<file path="config.mk">
export PLATFORM = sky130hd
export DESIGN_NAME = imu_frame_assembler
export DESIGN_NICKNAME = d
export VERILOG_FILES = /design/src/rtl/imu_frame_assembler.sv
export SDC_FILE = /design/constraint.sdc
export NUM_CORES = 1
export LEC_CHECK = 0
export ABC_AREA = 1
export CAP_MARGIN = 0
export CORE_MARGIN = 2
export CORE_UTILIZATION = 50
export CTS_BUF_LIST = sky130_fd_sc_hd__clkbuf_8
export DETAILED_ROUTE_END_ITERATION = 6
export PLACE_DENSITY = 0.79
export SYNTH_ARGS = -nofsm -noshare
export SYNTH_HDL_FRONTEND = slang
export SYNTH_SLANG_ARGS = --single-unit
</file>
<file path="constraint.sdc">
create_clock -name rp2350_sck -period 2.2 [get_ports rp2350_sck]
set_input_delay 0.44 -clock rp2350_sck [delete_from_list [all_inputs] [get_ports rp2350_sck]]
set_output_delay 0.44 -clock rp2350_sck [all_outputs]
set_load 0.05 [all_outputs]
</file>
<file path="src/rtl/imu_frame_assembler.sv">
// Assembles 16-bit deserializer words into one ISM330DHCX sample frame {gx,gy,gz,ax,ay,az}
// behind a valid/ready output register. Define IMU_FRAME_TEMP_EN to expect a leading OUT_TEMP word.
`timescale 1ns/1ps
module imu_frame_assembler #(
  parameter int unsigned SEQ_W = 8,
  parameter int unsigned CNT_W = 8
) (
  input  logic             rp2350_sck,
  input  logic             rst_n,
  input  logic             rp2350_cs,
  input  logic [15:0]      word_in,
  input  logic             word_valid,
  input  logic             frame_ready,
  output logic             frame_valid,
  output logic [95:0]      frame_data,
  output logic [SEQ_W-1:0] frame_seq,
  output logic [CNT_W-1:0] overflow_cnt,
`ifdef IMU_FRAME_TEMP_EN
  output logic [15:0]      temp_out,
`endif
  output logic [CNT_W-1:0] short_cnt
);

  localparam int unsigned W           = 16;
  localparam int unsigned FRAME_WORDS = 6;
`ifdef IMU_FRAME_TEMP_EN
  localparam int unsigned N           = 7;
`else
  localparam int unsigned N           = 6;
`endif
  localparam int unsigned IDX_W       = 3;

  typedef enum logic {COLLECT, LAST} state_t;

  state_t                    state_q, state_d;
  logic [IDX_W-1:0]          idx_q, idx_d;
  logic [N-2:0][W-1:0]       stg_q, stg_d;
  logic                      valid_q, valid_d;
  logic [95:0]               data_q, data_d;
  logic [SEQ_W-1:0]          seq_q, seq_d;
  logic [CNT_W-1:0]          ovf_q, ovf_d;
  logic [CNT_W-1:0]          short_q, short_d;
  logic [W-1:0]              temp_q, temp_d;
  logic                      complete;

  // State and datapath registers
  always_ff @(posedge rp2350_sck or negedge rst_n) begin
    if (!rst_n) begin
      state_q <= COLLECT;
      idx_q   <= '0;
      stg_q   <= '0;
      valid_q <= 1'b0;
      data_q  <= '0;
      seq_q   <= '1;
      ovf_q   <= '0;
      short_q <= '0;
      temp_q  <= '0;
    end else begin
      state_q <= state_d;
      idx_q   <= idx_d;
      stg_q   <= stg_d;
      valid_q <= valid_d;
      data_q  <= data_d;
      seq_q   <= seq_d;
      ovf_q   <= ovf_d;
      short_q <= short_d;
      temp_q  <= temp_d;
    end
  end

  // Next-state: word capture, chip-select abort, then output register update
  always_comb begin
    state_d  = state_q;
    idx_d    = idx_q;
    stg_d    = stg_q;
    valid_d  = valid_q;
    data_d   = data_q;
    seq_d    = seq_q;
    ovf_d    = ovf_q;
    short_d  = short_q;
    temp_d   = temp_q;
    complete = 1'b0;

    if (word_valid) begin
      if (state_q == LAST) begin
        complete = 1'b1;
        idx_d    = '0;
        state_d  = COLLECT;
      end else begin
        // Slot 0 lands in the most significant staging word
        stg_d[IDX_W'(N-2) - idx_q] = word_in;
        idx_d = idx_q + 1'b1;
        if (idx_q == IDX_W'(N-2)) state_d = LAST;
      end
    end

    // Chip-select rise discards whatever partial frame remains after this edge's word
    if (rp2350_cs && (idx_d != '0)) begin
      idx_d   = '0;
      state_d = COLLECT;
      if (short_q != '1) short_d = short_q + 1'b1;
    end

    if (complete) begin
      if (!valid_q || frame_ready) begin
        valid_d = 1'b1;
        data_d  = {stg_q[FRAME_WORDS-2:0], word_in};
        seq_d   = seq_q + 1'b1;
        temp_d  = stg_q[N-2];
      end else if (ovf_q != '1) begin
        ovf_d = ovf_q + 1'b1;
      end
    end else if (valid_q && frame_ready) begin
      valid_d = 1'b0;
    end
  end

  assign frame_valid  = valid_q;
  assign frame_data   = data_q;
  assign frame_seq    = seq_q;
  assign overflow_cnt = ovf_q;
  assign short_cnt    = short_q;
`ifdef IMU_FRAME_TEMP_EN
  assign temp_out     = temp_q;
`else
  logic unused_temp;
  assign unused_temp = ^temp_q;
`endif

endmodule

</file>
# Yosys cells after proc, flatten, opt, wreduce, memory -nomap -nowiden
# Cells that the tools add are included.
totals:
  out_inout_bits: 121
  in_bits: 21
  elab_cells: 53
  ff_bits: 205
op_classes:
  n_lt_le_gt_ge: 2
  n_eq_ne: 4
  n_mux: 15
  n_addsub: 5
  n_reduce_logical: 13
  bitwise: 2
op_table:
  columns: ["cell", "count"]
  rows:
  - ["bitwise mux 80 bit", 1]
  - ["demux 16 bit (select 3 bit)", 1]
  - ["adder 8 x 1 -> 8 bit (second input constant)", 3]
  - ["2-to-1 mux 16 bit", 1]
  - ["!= test 8 bit (second input constant)", 2]
  - ["2-to-1 mux 1 bit", 9]
  - ["2-to-1 mux 3 bit", 3]
  - ["AND reduction 2 bit", 4]
  - ["< comparator 3 x 4 -> 1 bit (second input constant)", 1]
  - ["nonzero test 2 bit", 2]
  - ["adder 3 x 1 -> 3 bit (second input constant)", 1]
  - ["equality test 3 bit (second input constant)", 1]
  - ["greater-or-equal comparator 3 x 1 -> 1 bit (second input constant)", 1]
  - ["logical AND 1 bit", 3]
  - ["AND reduction 3 bit", 1]
  - ["nonzero test 3 bit", 1]
  - ["subtractor 3 bit (first input constant)", 1]
  - ["!= test 2 x 1 -> 1 bit (second input constant)", 1]
  - ["inverter 1 bit", 2]
  - ["logical NOT 1 bit", 1]
  - ["logical OR 1 bit", 1]

# Logic depth before layout (Yosys ltp)
logic_depth:
  word_depth: 6
  ltp_mapped: 9
  ltp_nobuf: 9

# Worst setup path after synthesis
# Ideal clock, no wire load.
synth_path:
  path_type: "register to register"
  start: "register short_q[1] (netlist: short_cnt[1])"
  end: "register short_q[7] (netlist: short_cnt[7])"
  path_stages_with_launch: 8
  synth_period_minus_slack_ns: 1.757
  slack_ns: 0.443
  arrival_time_ns: 1.691
  t_required_ns: 2.134
  path_buffers: 0
  path_cell_list: "dfrtp_1 > ha_1 > nand3_1 > nor2_1 > nand3_2 > nand3_2 > nand2_1 > nand2_1"
synth_via:
  elab_chain_cells: 2
  word_cells_on_any_way: 3
synth_rtl:
  columns: ["element", "line_no", "rtl"]
  rows:
  - ["from (decl)", "42", "logic [CNT_W-1:0] short_q, short_d;"]
  - ["from (signal assigned)", "66", "short_q <= short_d;"]
  - ["branches (longest 2 deep; another with adder 8 x 1 -> 8 bit)", null, null]
# Parallel ways; which one is timed is not known.
# A chain may end at the register's enable or synchronous reset.

# Worst setup path in the final report
layout_path:
  start: "register data_q[3] (netlist: frame_data[3])"
  end: "output frame_data[3]"
layout_lines:
  columns: ["element", "line_no", "rtl"]
  rows:
  - ["from (decl)", "39", "logic [95:0] data_q, data_d;"]
  - ["from (signal assigned)", "63", "data_q <= data_d;"]
  - ["to (decl)", "15", "output logic [95:0] frame_data,"]
# No word-level cell between the ends.

==> results by group <==
Run
  – Number of max-cap violations: 0

Setup path
  – Worst EP arrival: 1710 ps
  – R2r startpoint: idx_q[0]
  – Nature of the critical path endpoint: primary output
  – CP max FO: 2
  – Worst EP required: 1760 ps
  – CP Class: reg -> out
  – Worst setup path start: frame_data[3]
  – CP Depth: 1
  – Worst Reg2Reg Path Length in Cells: 8
  – R2R Path End: stg_q[52]
  – Top delay family on crit path: buffers and inverters
  – Worst path cell trace: clkdlybuf4s50_1
  – Startpoint Class: flop
  – Crit path buffers/inverters: 1
  – Reg2Reg Setup Slack: 350 ps
  – CP max-delay cell: clkdlybuf4s50_1
  – Worst setup path endpoint: frame_data[3]
  – Slowest Stage Delay on Critical Path: 820 ps

Place
  – RePlAce Congestion: 0.7748
  – PortBufs: 141
  – Hpwl dp: 12420 µm
  – Dpl ws: 173.2 ps
  – Area after DPL: 0.009794 mm²

Worst hold path
  – Hold crit path type: reg -> reg

Logic synthesis
  – Synth Area in Compound Gates: 8.143%
  – Syn Inst Count: 861
  – Syn. warnings: 0
  – Synth Area in Simple Gates: 20.52%
  – Post-synthesis sequential element count: 205
  – Seq/Total Area, Yosys: 63.72%
  – Synth top area share: 61.11%
  – Top post-synthesis cells by area: dfrtp_1 (61%), nand2_1 (17%), o21ai_0 (6.1%)
  – Xor/xnor cell area share of the yosys netlist: 1.520%
  – Avg Cell Area, Syn: 9.369 µm²
  – Post-Synth Adder-Cell Area: 0.9307%
  – Library cells used by synthesis: 26
  – Main combinational cell family by area after synthesis: simple AND/OR/NAND/NOR gates
  – Post-Syn Area: 0.008066 mm²
  – Synthesized Nets: 888
  – Multiplexer area fraction after synthesis: 0%
  – Area leader, netlist: dfrtp_1

Final layout
  – Post-route cell area: 0.01042 mm²
  – Area grow syn2layout: 29.18%
  – Layout cells sized above 1: 8.687%
  – Commonest non-fill, non-tap cell in the layout: nand2_1
  – Most frequent cells in the layout: nand2_1 (370), dfrtp_1 (197), clkdlybuf4s50_1 (112), o21ai_0 (98), inv_1 (63)
  – Final #Nets: 1044

Timing
  – Slew HR: 62.55%
  – Pins Over Slew Limit: 0
  – Hold Violations, Final: 0
  – Final WS setup: 50.40 ps
  – Fmax: 465.2 MHz
  – Final Critical Period: 2150 ps
  – Slew @ Worst Pin: 559.9 ps
  – Fin crit share: 97.71%
  – Final setup TNS: 0 ps
  – RSZ-0062 raised after global routing: no
  – Final Skew: 17.26 ps
  – Final setup viols: 0
  – Worst hold margin: 465.0 ps

Detailed routing
  – DRT Pass-1 Iters: 5
  – Routed vias: 6164
  – Final wirelength: 18640 µm
  – Routed len/inst: 14.86 µm
  – DRC: 0
  – Vias per cell: 4.915
  – Initial DRC Count: 420
  – DRT antenna net count: 0

CTS
  – CTS tree: yes
  – Clk slew on worst S/H paths: 60 ps
  – CTS root buf: clkbuf_8
  – Clock latency on the worst-skew pair: 510 ps
  – CTS max path bufs: 3
  – Inserted Clock Buffers: 35
  – Setup Fix Bufs, Post-CTS: 0
  – Clk sinks: 205
  – H-tree levels: 2

Floorplanning
  – Site row count: 46
  – Starting Density: 50.96%
  – Core Area: 0.01583 mm²
  – Die X-Extent: 131.0 µm
  – Boundary Pins: 142
  – Die Area: 0.01716 mm²
  – Die height: 131.0 µm

Power and ir drop
  – Net Sw Frac: 41.41%
  – Tot Pwr: 14.84 mW
  – Comb pwr share: 39.0%
  – Reg power frac: 40.3%
  – Leak: 5.379 nW
  – P_int: 8.696 mW
  – VDD IR max: 0.0008015 V
  – P_sw: 6.146 mW
  – Pwr/cell area: 1424 mW/mm²
  – Clock power share: 20.6%

Global routing
  – First-pass GRT wire length: 30100 µm
  – GRT Overall Usage: 22.78%
  – Initial antenna violation count: 0
  – Via count of the first global-routing pass: 5953
  – Residual overflow from global routing: 0
  – Pin count of the biggest net entering global routing: 66

Outcome
  – Status: complete, no violations
-- kinds of logic after synthesis --
family,Yosys count
simple gates,418
flops,205
compound gates,124
buf+inv,94
xor+xnor,14
fa+ha+maj,6
-- worst min path at each step --
stage                     cells past startpoint  slack (ps)       from              to
after global routing                          2         480  stg_q[46]  frame_data[62]
after detailed placement                      2         450  stg_q[70]  frame_data[86]
after floorplan                               0         140      rst_n   frame_data[0]
after global placement                        2         450  stg_q[35]  frame_data[51]
final                                         2         470  stg_q[70]  frame_data[86]
after CTS                                     2         470  stg_q[13]  frame_data[29]
-- area by class of cell --
cell class                      instances  area (µm²)
Inverter                               55       206.4
Clock inverter                         16       72.57
Antenna cell                            2       5.005
Tap cell                              216       270.3
Timing Repair Buffer                  158        1658
Clock buffer                           40       550.5
Fill cell                            1305        5408
Sequential cell                       205        5140
Multi-Input combinational cell        562        2517
-- per-layer routing --
metal / GRT usage (%) / share of wire, % / vias to the layer above
li1: - / - / 3023
met1: 30.78 / 43 / 2931
met2: 36.54 / 48 / 179
met3: 5.130 / 6.5 / 31
met4: 8.260 / 1.9 / 0
met5: 0 / 0 / -
-- state kept, by name, indices dropped and copies added, names as in the netlist --
signal        count
short_cnt         8
overflow_cnt      8
idx_q             3
frame_data       96
state_q           1
frame_seq         8
frame_valid       1
stg_q            80
-- power by group through the flow --
| stage | clock (mW) | sequential (mW) | combinational, mW |
|---|---|---|---|
| 3_5_place_dp | 0 | 6.02 | 5.88 |
| 2_1_floorplan | 0 | 8.20 | 1.61 |
| 6_report | 3.06 | 5.99 | 5.79 |
| 4_1_cts | 3.15 | 5.98 | 5.85 |
| 5_1_grt | 3.32 | 6.13 | 6.29 |
| 3_3_place_gp | 0 | 5.98 | 5.76 |
-- stage by stage --
step / cells / utilization (%)
after floorplan: 861 / -
after global placement: 1195 / 61.88
after detailed placement: 1195 / 61.88
after global routing: 1252 / 65.80
final: 1254 / 65.83
after CTS: 1252 / 65.71
-- Yosys cell counts --
library cell / n
xnor2_1: 7
nand4_1: 8
o21ai_1: 13
o21ai_0: 98
a21oi_1: 3
o21ai_2: 9
nor2_1: 13
inv_2: 3
nor3_1: 3
nand3_2: 5
nand2_2: 1
nand3b_1: 1
buf_6: 3
buf_4: 4
inv_1: 52
clkbuf_1: 11
buf_2: 21
nor2_2: 2
dfrtp_1: 197
ha_1: 6
xor2_1: 7
nand3_1: 14
nand2_1: 370
a21boi_0: 1
and3_1: 1
dfstp_2: 8
-- timing repair --
| item | 4_1_cts | 5_1_grt |
|---|---|---|
| endpoints found under the setup margin | 22 | 6 |
| gates cloned | 0 | 0 |
| resized for setup | 22 | 6 |
| hold buffers | 1 | 0 |
| pin swaps | 0 | 0 |
| endpoints found under the hold margin | 49 | 0 |
No activity file was read; power rests on OpenSTA's default activity.
